`src/rtl/tx_seq_pkg.sv`:
```
// Shared types and constants for the transmit symbol sequencer.
// TX_PRBS_GEN_EN selects whether mode 2 decodes to PRBS or falls back to COUNT.
package tx_seq_pkg;

  typedef enum logic [1:0] {
    MODE_TABLE = 2'd0,
    MODE_COUNT = 2'd1,
    MODE_PRBS  = 2'd2
  } mode_e;

  typedef enum logic [1:0] {
    IDLE = 2'd0,
    RUN  = 2'd1,
    DONE = 2'd2
  } state_e;

  localparam logic [7:0] K28_5 = 8'hBC;

  // Map the raw configuration code onto a supported mode; reserved codes run as COUNT.
  function automatic mode_e decode_mode(input logic [1:0] m);
    case (m)
      2'd0:    return MODE_TABLE;
`ifdef TX_PRBS_GEN_EN
      2'd2:    return MODE_PRBS;
`endif
      default: return MODE_COUNT;
    endcase
  endfunction

endpackage

```
`src/rtl/tx_symbol_sequencer_prbs7_gen.sv`:
```
// PRBS7 (x^7+x^6+1) source producing NBYTES bytes per advance, MSB-first per byte, byte 0 in LSBs.
// Only built when TX_PRBS_GEN_EN is defined.
`ifdef TX_PRBS_GEN_EN
module prbs7_gen #(
  parameter int unsigned NBYTES = 1
) (
  input  logic                  clk,
  input  logic                  rst_n,
  input  logic                  adv,
  output logic [NBYTES*8-1:0]   bits_c
);

  localparam int unsigned NB = NBYTES * 8;

  logic [6:0] lfsr_q;
  logic [6:0] lfsr_d;
  logic [6:0] s;

  // Unroll NB shifts: bits_c shows the bits the current state will emit next.
  always_comb begin
    s      = lfsr_q;
    bits_c = '0;
    for (int unsigned i = 0; i < NB; i++) begin
      bits_c[(i / 8) * 8 + 7 - (i % 8)] = s[6];
      s = {s[5:0], s[6] ^ s[5]};
    end
    lfsr_d = adv ? s : lfsr_q;
  end

  always_ff @(posedge clk or negedge rst_n) begin
    if (!rst_n) lfsr_q <= 7'h7F;
    else        lfsr_q <= lfsr_d;
  end

endmodule
`endif

```
`src/rtl/tx_symbol_sequencer.sv`:
```
// Per-lane symbol/K generator feeding an 8b/10b encoder: table, counter or PRBS runs, comma when idle.
// Define TX_PRBS_GEN_EN to include the PRBS7 source.
module tx_symbol_sequencer
  import tx_seq_pkg::*;
#(
  parameter int unsigned LANES     = 1,
  parameter int unsigned SEQ_DEPTH = 16,
  parameter logic [7:0]  IDLE_SYM  = K28_5
) (
  input  logic                         CLK,
  input  logic                         reset,
  input  logic                         cfg_start,
  input  logic                         cfg_stop,
  input  logic [1:0]                   cfg_mode,
  input  logic [$clog2(SEQ_DEPTH):0]   cfg_len,
  input  logic                         cfg_loop,
  input  logic                         wr_en,
  input  logic [$clog2(SEQ_DEPTH)-1:0] wr_addr,
  input  logic [LANES*9-1:0]           wr_data,
  input  logic                         out_ready,
  output logic [LANES*8-1:0]           i_8b,
  output logic [LANES-1:0]             K,
  output logic                         out_valid,
  output logic                         busy,
  output logic                         done
);

  localparam int unsigned AW = $clog2(SEQ_DEPTH);
  localparam int unsigned LW = AW + 1;
  localparam int unsigned BW = LANES * 8;
  localparam int unsigned EW = LANES * 9;

  state_e          state_q, state_d;
  mode_e           mode_q, mode_d, sel_mode_c;
  logic [AW-1:0]   last_q, last_d;
  logic [AW-1:0]   idx_q, idx_d;
  logic            loop_q, loop_d;
  logic            stop_q, stop_d;
  logic [7:0]      cnt_q, cnt_d;
  logic [BW-1:0]   sym_q, sym_d;
  logic [LANES-1:0] k_q, k_d;
  logic            valid_q, valid_d;
  logic            busy_q, busy_d;
  logic            done_q, done_d;
  logic            load_c, idle_c;
  logic [EW-1:0]   ent_c;
  logic [EW-1:0]   tbl_q [SEQ_DEPTH];

`ifdef TX_PRBS_GEN_EN
  logic            prbs_adv_c;
  logic [BW-1:0]   prbs_c;

  prbs7_gen #(.NBYTES(LANES)) u_prbs (
    .clk    (CLK),
    .rst_n  (reset),
    .adv    (prbs_adv_c),
    .bits_c (prbs_c)
  );
`endif

  // Table storage is not reset; writes are blocked while a run is active.
  always_ff @(posedge CLK) begin
    if (wr_en && !busy_q) tbl_q[wr_addr] <= wr_data;
  end

  always_comb begin
    state_d    = state_q;
    mode_d     = mode_q;
    last_d     = last_q;
    idx_d      = idx_q;
    loop_d     = loop_q;
    stop_d     = stop_q;
    cnt_d      = cnt_q;
    sym_d      = sym_q;
    k_d        = k_q;
    valid_d    = valid_q;
    done_d     = 1'b0;
    load_c     = 1'b0;
    idle_c     = 1'b0;
    ent_c      = '0;
    sel_mode_c = mode_q;
`ifdef TX_PRBS_GEN_EN
    prbs_adv_c = 1'b0;
`endif

    case (state_q)
      IDLE: begin
        idle_c = 1'b1;
        if (cfg_start) begin
          state_d    = RUN;
          mode_d     = decode_mode(cfg_mode);
          sel_mode_c = mode_d;
          loop_d     = cfg_loop;
          stop_d     = 1'b0;
          idx_d      = '0;
          last_d     = (cfg_len == '0 || cfg_len > LW'(SEQ_DEPTH)) ? AW'(SEQ_DEPTH - 1)
                                                                  : AW'(cfg_len - LW'(1));
          load_c     = 1'b1;
          idle_c     = 1'b0;
        end
      end
      RUN: begin
        if (cfg_stop) stop_d = 1'b1;
        if (valid_q && out_ready) begin
          if ((idx_q == last_q && !loop_q) || cfg_stop || stop_q) begin
            state_d = DONE;
            done_d  = 1'b1;
            idle_c  = 1'b1;
          end else begin
            idx_d  = (idx_q == last_q) ? '0 : idx_q + AW'(1);
            load_c = 1'b1;
          end
        end
      end
      DONE: begin
        state_d = IDLE;
        idle_c  = 1'b1;
      end
      default: begin
        state_d = IDLE;
        idle_c  = 1'b1;
      end
    endcase

    if (idle_c) begin
      sym_d   = {LANES{IDLE_SYM}};
      k_d     = '1;
      valid_d = 1'b1;
    end

    // Fetch the next run symbol into the output register.
    if (load_c) begin
      valid_d = 1'b1;
      case (sel_mode_c)
        MODE_TABLE: begin
          ent_c = tbl_q[idx_d];
          for (int unsigned l = 0; l < LANES; l++) begin
            sym_d[l*8 +: 8] = ent_c[l*9 +: 8];
            k_d[l]          = ent_c[l*9 + 8];
          end
        end
`ifdef TX_PRBS_GEN_EN
        MODE_PRBS: begin
          sym_d      = prbs_c;
          k_d        = '0;
          prbs_adv_c = 1'b1;
        end
`endif
        default: begin
          for (int unsigned l = 0; l < LANES; l++) begin
            sym_d[l*8 +: 8] = cnt_q + 8'(l);
          end
          k_d   = '0;
          cnt_d = cnt_q + 8'(LANES);
        end
      endcase
    end

    busy_d = (state_d == RUN);
  end

  always_ff @(posedge CLK or negedge reset) begin
    if (!reset) begin
      state_q <= IDLE;
      mode_q  <= MODE_TABLE;
      last_q  <= '0;
      idx_q   <= '0;
      loop_q  <= 1'b0;
      stop_q  <= 1'b0;
      cnt_q   <= '0;
      sym_q   <= '0;
      k_q     <= '0;
      valid_q <= 1'b0;
      busy_q  <= 1'b0;
      done_q  <= 1'b0;
    end else begin
      state_q <= state_d;
      mode_q  <= mode_d;
      last_q  <= last_d;
      idx_q   <= idx_d;
      loop_q  <= loop_d;
      stop_q  <= stop_d;
      cnt_q   <= cnt_d;
      sym_q   <= sym_d;
      k_q     <= k_d;
      valid_q <= valid_d;
      busy_q  <= busy_d;
      done_q  <= done_d;
    end
  end

  assign i_8b      = sym_q;
  assign K         = k_q;
  assign out_valid = valid_q;
  assign busy      = busy_q;
  assign done      = done_q;

endmodule

```
`config.mk`:
```
export PLATFORM = sky130hd
export DESIGN_NAME = tx_symbol_sequencer
export DESIGN_NICKNAME = d
export VERILOG_FILES = /design/src/rtl/tx_seq_pkg.sv /design/src/rtl/tx_symbol_sequencer_prbs7_gen.sv /design/src/rtl/tx_symbol_sequencer.sv
export SDC_FILE = /design/constraint.sdc
export NUM_CORES = 1
export LEC_CHECK = 0
export CAP_MARGIN = 20
export CORE_ASPECT_RATIO = 1.2
export CORE_MARGIN = 4
export CORE_UTILIZATION = 60
export DETAILED_ROUTE_END_ITERATION = 10
export GPL_TIMING_DRIVEN = 0
export PLACE_DENSITY = 0.8
export SYNTH_ARGS = -nofsm -noshare
export SYNTH_HDL_FRONTEND = slang
export SYNTH_SLANG_ARGS = --single-unit
```
`constraint.sdc`:
```
create_clock -name CLK -period 3.1 [get_ports CLK]
set_clock_uncertainty 0.05 [all_clocks]
set_input_delay 0.31 -clock CLK [delete_from_list [all_inputs] [get_ports CLK]]
set_output_delay 0.31 -clock CLK [all_outputs]
set_load 0.005 [all_outputs]
```
Yosys cells after proc, flatten, opt, wreduce, memory -nomap -nowiden
Memories as Yosys holds them, arrays and structs flattened.
Cells that the tools add are included.
Cells by class
  divide/modulo/power cells: 0
  $lt $le $gt $ge: 1
  add/subtract/negate cells: 3
  bitwise gates (word level): 1
  shifts and indexed selects: 0
  multiplexer cells: 34
  equal/unequal tests: 5
  reduce and logical (&&, ||, !) cells: 17
  $mul: 0
Operators by type and width (count)
  $mux 8: 3
  $mux 4: 5
  $mux 1: 16
  $mux 2: 5
  $add 8x1->8 const B: 1
  $pmux 4 s2: 1
  $logic_not 2->1: 3
  $pmux 1 s2: 3
  $gt 5x5->1 const B: 1
  $logic_not 5->1: 1
  $add 4x1->4 const B: 1
  $eq 2x1->1 const B: 2
  $eq 4x4->1: 1
  $ne 2x2->1 const B: 2
  $pmux 2 s2: 1
  $reduce_and 2->1: 2
  $reduce_bool 2->1: 2
  $sub 4x1->4 const B: 1
  $logic_and 1x1->1: 3
  $logic_or 1x1->1: 3
  $reduce_and 3->1: 1
  $logic_not 1->1: 2
  $not 1->1: 1
Storage, ports and cells
  input bits: 27
  bits in registers: 34
  output and inout bits: 12
  bits in writable memories: 144
  bits in latches: 0
  ROM bits: 0
  memories kept: 1
Memories
  tbl_q: words 16, bits a word 9, read ports 1, clocked after Yosys merged registers in 0, write ports 1, RTL line tx_symbol_sequencer.sv:47  | logic [EW-1:0] tbl_q [SEQ_DEPTH];

Depth between registers and ports, before layout
Gate-level depths: netlist of run 1.
An unclocked memory read counts as a cell.
  word-level depth: 10
  mapped depth: 14
  depth with buffers taken out: 10

Least setup slack after synthesis of run 1
Ideal clock, no wire load.
  path type: register to register
  start: register idx_q[0]
  end: register sym_q[0], in the netlist i_8b[0]
  path slack: 355 ps
  required time: 2926 ps
  stages on the path, launching flop included: 12
  arrival time: 2571 ps
  period minus slack after synthesis: 2745 ps
  cells stage by stage: dfrtp_1 > xnor2_1 > nand4_2 > o31a_4 > and2_4 > buf_8 > inv_4 > buf_4 > mux2i_1 > mux2i_1 > mux2_2 > a211o_1
Between the ends
  word-level cells in the longest chain between the ends: 10
RTL lines
  start: declaration: RTL line tx_symbol_sequencer.sv:36  | logic [AW-1:0] idx_q, idx_d;
  start signal: assignment: RTL line tx_symbol_sequencer.sv:180  | idx_q <= idx_d;
  branches (longest 10 deep; another with $mem_v2 16x9)
  end signal: assignment: RTL line tx_symbol_sequencer.sv:184  | sym_q <= sym_d;
  end: declaration: RTL line tx_symbol_sequencer.sv:40  | logic [BW-1:0] sym_q, sym_d;
Several ways; the timed one is not identified.
A chain may end at the register's enable or synchronous reset.

Worst setup path after layout of run 1
  start: register idx_q[0]
  end: register sym_q[6], in the netlist i_8b[6]
Same word-level chain as after synthesis.

==> reports/results.md, run 1 <==
- **Final Max Slew Viols** 0
- **post-synthesis cell area** 7500 um2
- **area growth from synthesis to layout** 16.6%
- **clock latency on the worst-skew pair** 410 ps
- **via/cell ratio** 6.09
- **Synth Area in XOR/XNOR** 0.0164
- **most numerous cell types in the synthesized netlist** sky130_fd_sc_hd__edfxtp_1, sky130_fd_sc_hd__mux2i_1, sky130_fd_sc_hd__dfrtp_1
- **share of Yosys cell area claimed by the top area cell type** 0.577
- **drt initial violations** 393
- **total nets after synthesis** 497
- **largest net degree at the start of global routing** 35
- **drt wl/cell** 22.0 um
- **number of diodes added for antenna fixing** 0
- **layout filler cell count** 773
- **global-route wire length before repair** 23.5 mm
- **initial antenna violation count** 0
- **Min Clock Period, post-route** 3020 ps
- **share of synthesized cell area in full adder, half adder and majority cells** 0.00501
- **arrival time of data at the critical path endpoint** 3300 ps
- **Area contributors post-synth** sky130_fd_sc_hd__edfxtp_1, sky130_fd_sc_hd__dfrtp_1, sky130_fd_sc_hd__mux2i_1
- **clock tree from TritonCTS** built
- **crit path capture type** register
- **classification of the worst setup path** reg2reg
- **DP Worst Slack** -438 ps
- **Synth Area in Compound Gates** 0.0648
- **gpl congestion** 0.826
- **relative slew slack** 0.295
- **HPWL reported at the end of detailed placement** 10.4 mm
- **Detailed Route WL** 15.5 mm
- **initial core utilization** 0.616
- **count of nets after finishing** 558
- **Synth async-reset ratio** 0.191
- **Sinks on Clock Net** 178
- **dominant cell type by area after synthesis** sky130_fd_sc_hd__edfxtp_1
- **portion of the clock cycle consumed by the worst path in the final layout** 0.974
- **core region area** 12200 um2
- **endpoint required time on the critical path** 3380 ps
- **result of the run** complete, no violations
- **Antenna Nets Post-Route** 0
- **total of flip-flops plus latches after synthesis** 178
- **htree depth** 4
- **power density normalized to cell area** 797 nW/um2
- **count of unresolved DRC violations after routing** 0
- **most common cell in the synthesized netlist** sky130_fd_sc_hd__edfxtp_1
- **measured slew at the worst slew-check pin** 1050 ps
- **area of the die** 14400 um2
- **portion of netlist area occupied by mux cells** 0.136
- **post-synthesis sequential area ratio** 0.690
- **largest fanout of any net on the critical path** 10
- **number of rows created at floorplan** 44
- **buffer depth of the longest clock path** 2
- **root cell of the clock tree** sky130_fd_sc_hd__clkbuf_16
- **static leakage power** 3.35 nW
- **type of origin of the critical path** register
- **number of global-route vias before repair** 4334
- **Post-synth top flop** sky130_fd_sc_hd__edfxtp_1
- **Chip Height** 130 um
- **number of enable flip-flop cells after synthesis** 144
- **area of combinational cells with multiple inputs** 2210 um2
- **number of buffer cells added on primary ports** 38
- **number of ports placed on the die boundary** 39
- **peak supply drop** 0.000450 V
- **Die Wd** 110 um
- **smallest hold slack** 400 ps
- **main combinational cell family by area after synthesis** multiplexers
- **maximum achievable frequency** 331 MHz
- **post-synthesis simple-gate area fraction** 0.0631
- **sequential cell area** 5170 um2
- **first-pass iteration count of the detailed router** 5
- **PnR worst setup slack** 79.4 ps
- **overall routing resource usage** 0.227
- **syn avg cell area** 16.1 um2
- **final setup violation count** 0
- **path category of the worst min-delay check** in2reg
- **Gate Count Post-Synth** 467
- **number of hold violations in the final report** 0
- **ratio of cells with drive above 1 in the final layout** 0.163
- **Worst-path clk slew** 60 ps
- **sum of internal, switching and leakage power** 6.97 mW
- **count of different cell masters after synthesis** 60
- **count of synthesis-stage warnings from yosys** 0
- **max-cap check violation count** 0
- **number of buffers added by the clock tree synthesis step** 17
- **Via Count** 4278
- **aggregate global routing overflow** 0
==> worst max-delay path: stages, from the launching register on <==
cell and delay [ps]:
sky130_fd_sc_hd__dfrtp_1 480, sky130_fd_sc_hd__xnor2_2 280, sky130_fd_sc_hd__nand4_4 190, sky130_fd_sc_hd__o31a_4 400, sky130_fd_sc_hd__and2_4 170, sky130_fd_sc_hd__buf_8 150
sky130_fd_sc_hd__inv_4 70, sky130_fd_sc_hd__buf_4 200, sky130_fd_sc_hd__a211oi_1 100, sky130_fd_sc_hd__a2111oi_0 550, sky130_fd_sc_hd__nor4_1 160, sky130_fd_sc_hd__o21ai_1 150
==> registers in the layout (all words and copies together) (netlist names) <==
signal / count
busy: 1
mode_q: 2
loop_q: 1
cnt_q: 8
K: 1
last_q: 4
state_q: 2
done: 1
stop_q: 1
tbl_q: 144
out_valid: 1
i_8b: 8
idx_q: 4
==> layer usage <==
metal  routed length, um  GRT usage
met1                6140      0.281
met2                8170      0.400
met3                 871     0.0452
met4                 274     0.0712
met5                   0          0
==> logic make-up after synthesis <==
family	after synthesis
buffers and inverters	23
flip-flops	178
AO/OA/AOI/OAI	64
AND/OR/NAND/NOR	93
adder cells (fa/ha/maj)	3
XOR/XNOR	14
multiplexers	92
==> cell type report <==
cell class	instances	share of cell area
clock inverters	15	0.0143
repair buffers	42	0.0467
multi-input cells	266	0.253
inverters	9	0.00415
plain buffers	14	0.0185
well taps	161	0.0230
clock buffers	17	0.0487
flip-flops and latches	178	0.592
==> final timing paths <==
kind / from / end / slack, ps / cells after the start
max in group asynchronous: reset / i_8b[5]$_DFFE_PN0P_ / 2050 / 2
min in group asynchronous: reset / done$_DFF_PN0_ / 450 / 2
worst min-delay path: cfg_loop / loop_q$_DFFE_PN0P_ / 400 / 3
worst max-delay path: idx_q[0]$_DFF_PN0_ / i_8b[6]$_DFFE_PN0P_ / 80 / 11
worst min register to register: cnt_q[6]$_DFFE_PN0P_ / cnt_q[6]$_DFFE_PN0P_ / 470 / 1
worst max register to register: idx_q[0]$_DFF_PN0_ / i_8b[6]$_DFFE_PN0P_ / 80 / 11
==> placed cells by master (no fill, tap or decap), drive strengths merged, types with 11 or more instances in the layout <==
master / n
clkbuf: 19
nand2: 19
a211oi: 11
buf: 16
a21oi: 11
dfrtp: 34
mux2i: 78
edfxtp: 144
nor2: 31
clkdlybuf4s50: 37
inv: 17
==> stage by stage <==
step	utilization	area [um2]	TNS (ps)	std cells
after detailed placement	0.665	8100	-3060	667
after floorplan	-	7500	0	467
after global routing	0.719	8740	-0.174	702
after global placement	0.664	8080	-2870	666
after CTS	0.714	8680	-0.883	701
final	0.719	8740	0	702
==> repair_timing <==
action                                 in CTS  in global routing
gates resized for setup                     3                 15
setup endpoints to repair                   4                  9
pin swaps                                   1                  2
gates cloned                                0                  0
hold buffers                                1                  0
buffers inserted                            1                  1
endpoints found under the hold margin      34                  0
==> power by group <==
| part | internal, mW | switching [mW] |
|---|---|---|
| clock | 1.05 | 0.935 |
| sequential | 2.77 | 0.190 |
| combinational | 1.01 | 1.01 |
| total | 4.83 | 2.13 |
Power figures use the tool's default switching activity.
==> run 2, diff against run 1 <==
--- a/config.mk
+++ b/config.mk
@@ -8,10 +8,10 @@
 export CAP_MARGIN = 20
 export CORE_ASPECT_RATIO = 1.2
 export CORE_MARGIN = 4
-export CORE_UTILIZATION = 60
+export CORE_UTILIZATION = 47
 export DETAILED_ROUTE_END_ITERATION = 10
 export GPL_TIMING_DRIVEN = 0
-export PLACE_DENSITY = 0.8
+export RECOVER_POWER = 100
 export SYNTH_ARGS = -nofsm -noshare
 export SYNTH_HDL_FRONTEND = slang
 export SYNTH_SLANG_ARGS = --single-unit
==> run 2 against run 1 <==
The run now ends with max-capacitance violations, max-slew violations left. Sequential share of layout area decreased by 0.38 points. Sequential power hardly changed. Worst hold slack got worse by 27 ps. Count of clock-buffer cells in the layout grew 1. Non-clock buffer count grew 9. Clock power hardly changed. Cell count grew 8.0%. Fmax rose by 1.7%. First-iteration DRC count down 31%. Largest power group unchanged. Flip-flop and latch count did not move. Core utilization down 16 points. Design area rose by 0.69%.
==> reports/results.md, run 2 (synthesis gave the netlist of run 1 again) <==
- **Combinational Power Share** 0.291, was 0.289
- **register with the most flip-flops** tbl_q, unchanged
- **smallest hold slack** 373 ps, was 400 ps
- **arrival time of data at the critical path endpoint** 3230 ps, was 3300 ps
- **Die Wd** 123 um, was 110 um
- **maximum achievable frequency** 337 MHz, was 331 MHz
- **initial antenna violation count** 0, unchanged
- **area of the die** 18000 um2, was 14400 um2
- **drt initial violations** 273, was 393
- **Critical R2R Capture** i_8b[1]$_DFFE_PN0P_, was i_8b[6]$_DFFE_PN0P_
- **area growth from synthesis to layout** 17.4%, was 16.6%
- **cell-by-cell listing of the critical path** xnor2_2, nand4_2, o31a_4, and2_4, buf_8, inv_4, buf_4, mux2i_1, mux2i_1, mux2_2, a211o_1, was xnor2_2, nand4_4, o31a_4, and2_4, buf_8, inv_4, buf_4, a211oi_1, a2111oi_0, nor4_1, o21ai_1
- **type of origin of the critical path** register, unchanged
- **peak supply drop** 0.000531 V, was 0.000450 V
- **Sinks on Clock Net** 178, unchanged
- **buffer depth of the longest clock path** 2, unchanged
- **Detailed Route WL** 15.7 mm, was 15.5 mm
- **Final Max Slew Viols** 55, was 0
- **switching pwr** 2.06 mW, was 2.13 mW
- **number of stages on the worst setup path** 11, unchanged
- **largest net degree at the start of global routing** 35, unchanged
- **count of nets after finishing** 567, was 558
- **internal power component** 4.88 mW, was 4.83 mW
- **number of buffer cells added on primary ports** 38, unchanged
- **Worst-path clk slew** 60 ps, about the same
- **Top Family by Delay on Critical Path** compound AO/OA/AOI/OAI gates, unchanged
- **commonest non-fill, non-tap cell in the layout** sky130_fd_sc_hd__edfxtp_1, unchanged
- **aggregate global routing overflow** 0, unchanged
- **root cell of the clock tree** sky130_fd_sc_hd__clkbuf_16, unchanged
- **launch instance of the worst min-delay path** cfg_loop, unchanged
- **worst stage delay on the critical path** 460 ps, was 550 ps
- **number of buffers added by the clock tree synthesis step** 17, unchanged
- **overall routing resource usage** 0.184, was 0.227
- **clock tree from TritonCTS** built, unchanged
- **critical path's slowest cell** sky130_fd_sc_hd__dfrtp_1, was sky130_fd_sc_hd__a2111oi_0
- **drt wl/cell** 20.7 um, was 22.0 um
- **Min Clock Period, post-route** 2970 ps, was 3020 ps
- **start of the worst register-to-register path** idx_q[3]$_DFF_PN0_, was idx_q[0]$_DFF_PN0_
- **ratio of cells with drive above 1 in the final layout** 0.151, was 0.163
- **power density normalized to cell area** 788 nW/um2, was 797 nW/um2
- **Post-Place Cells** 717, was 667
- **Chip Height** 146 um, was 130 um
- **measured slew at the worst slew-check pin** 1810 ps, was 1050 ps
- **number of hold violations in the final report** 0, unchanged
- **crit path capture type** register, unchanged
- **clock latency on the worst-skew pair** 420 ps, was 410 ps
- **result of the run** complete, but fails checks, was complete, no violations
- **depth of the worst register-to-register path** 11, unchanged
- **endpoint required time on the critical path** 3360 ps, was 3380 ps
- **max FFs per register** 144, unchanged
- **final setup violation count** 0, unchanged
- **Clock Power Share** 0.285, about the same
- **Via Count** 4171, was 4278
- **via/cell ratio** 5.50, was 6.09
- **classification of the worst setup path** reg2reg, unchanged
- **number of ports placed on the die boundary** 39, unchanged
- **DP Worst Slack** -586 ps, was -438 ps
- **PnR worst setup slack** 130 ps, was 79.4 ps
- **gpl congestion** 0.787, was 0.826
- **global-route wire length before repair** 24.3 mm, was 23.5 mm
- **relative slew slack** -0.206, was 0.295
- **largest fanout of any net on the critical path** 10, unchanged
- **switching share of total power** 0.297, was 0.306
- **static leakage power** 3.35 nW, about the same
- **violations in the final reports** max-capacitance violations, max-slew violations
- **number of global-route vias before repair** 4214, was 4334
- **CP bufs+invs** 3, unchanged
- **count of unresolved DRC violations after routing** 0, unchanged
- **CP Launch Point** idx_q[3]$_DFF_PN0_, was idx_q[0]$_DFF_PN0_
- **path category of the worst min-delay check** in2reg, unchanged
- **HPWL reported at the end of detailed placement** 10.8 mm, was 10.4 mm
- **htree depth** 4, unchanged
- **number of rows created at floorplan** 50, was 44
- **register-to-register path setup slack** 130 ps, was 80 ps
- **max-cap check violation count** 3, was 0
- **core region area** 15600 um2, was 12200 um2
- **initial core utilization** 0.479, was 0.616
- **power share of the sequential group** 0.424, was 0.425
- **worst setup path endpoint** i_8b[1]$_DFFE_PN0P_, was i_8b[6]$_DFFE_PN0P_
- **cell mode on critical path** sky130_fd_sc_hd__mux2i_1
- **highest-count cells in the layout ignoring fill and taps** sky130_fd_sc_hd__edfxtp_1, sky130_fd_sc_hd__mux2i_1, sky130_fd_sc_hd__dfrtp_1, was sky130_fd_sc_hd__edfxtp_1, sky130_fd_sc_hd__mux2i_1, sky130_fd_sc_hd__clkdlybuf4s50_1
- **number of standard cells in the layout, taps in and fillers out** 758, was 702
- **Antenna Nets Post-Route** 0, unchanged
- **number of diodes added for antenna fixing** 0, unchanged
- **first-pass iteration count of the detailed router** 4, was 5
- **portion of the clock cycle consumed by the worst path in the final layout** 0.958, was 0.974
==> run 2: cell count changes in the layout (fill, tap and decap cells not counted), moves of 3 or more <==
| cell | delta |
|---|---|
| sky130_fd_sc_hd__clkbuf_1 | +9 |
| sky130_fd_sc_hd__clkdlybuf4s50_1 | -21 |
| sky130_fd_sc_hd__dlygate4sd3_1 | +21 |
| sky130_fd_sc_hd__clkinv_1 | +4 |
| sky130_fd_sc_hd__clkinvlp_4 | -3 |
| sky130_fd_sc_hd__buf_4 | +4 |
| sky130_fd_sc_hd__nor3_2 | -3 |
| sky130_fd_sc_hd__inv_8 | -3 |
| sky130_fd_sc_hd__nor3_1 | +3 |
==> run 2: worst min-delay path by stage <==
| stage | end | depth (start not counted) |
|---|---|---|
| final | loop_q$_DFFE_PN0P_ | 3 |
| after global routing | loop_q$_DFFE_PN0P_ | 3 |
| after floorplan | K$_DFFE_PN0P_ | 0 |
| after global placement | cnt_q[7]$_DFFE_PN0P_ | 1 |
| after CTS | loop_q$_DFFE_PN0P_ | 3 |
| after detailed placement | cnt_q[2]$_DFFE_PN0P_ | 1 |
==> run 2: final cells by class <==
| class | instances | area [um2] |
|---|---|---|
| clock buffers | 18 | 429 |
| well taps | 208 | 260 |
| multi-input cells | 266 | 2180 |
| clock inverters | 14 | 114 |
| inverters | 9 | 36.3 |
| plain buffers | 14 | 154 |
| repair buffers | 51 | 448 |
| fillers | 1266 | 6840 |
| flip-flops and latches | 178 | 5180 |
==> run 2: stage by stage <==
stage / TNS, ps / util / cell area (um2) / power (mW)
floorplan: 0 / - / 7500 / 4.36
global placement: -4470 / 0.520 / 8140 / 4.93
detailed placement: -3700 / 0.524 / 8200 / 4.96
CTS: 0 / 0.562 / 8790 / 6.97
global route: -19.1 / 0.563 / 8800 / 7.27
finish: 0 / 0.563 / 8800 / 6.94
==> run 2: power by group through the flow <==
stage          clock [mW]  sequential, mW  combinational (mW)
5_1_grt              2.11            2.97                2.19
2_1_floorplan           0            2.94                1.42
3_3_place_gp            0            2.97                1.96
3_5_place_dp            0            2.97                1.99
6_report             1.98            2.94                2.02
4_1_cts              2.01            2.94                2.02
==> run 2: per-layer routing <==
layer	global-route usage	wire length, um	vias to the layer above
met4	0.0648	231	0
met3	0.0387	869	23
met1	0.244	6480	2087
met2	0.301	8120	104
li1	-	-	1957
met5	0	0	-
==> run 2: repair_timing <==
item,4_1_cts,5_1_grt
hold buffers,1,0
pin swaps,1,5
gates resized for setup,6,10
setup buffers,1,5
setup endpoints to repair,9,10
hold endpoints to repair,34,0
==> run 2: worst reg2reg max path: stages, from the launching register on <==
cell	delay, ps
sky130_fd_sc_hd__dfrtp_1	460
sky130_fd_sc_hd__xnor2_2	230
sky130_fd_sc_hd__nand4_2	170
sky130_fd_sc_hd__o31a_4	400
sky130_fd_sc_hd__and2_4	170
sky130_fd_sc_hd__buf_8	150
sky130_fd_sc_hd__inv_4	60
sky130_fd_sc_hd__buf_4	210
sky130_fd_sc_hd__mux2i_1	220
sky130_fd_sc_hd__mux2i_1	110
sky130_fd_sc_hd__mux2_2	330
sky130_fd_sc_hd__a211o_1	300
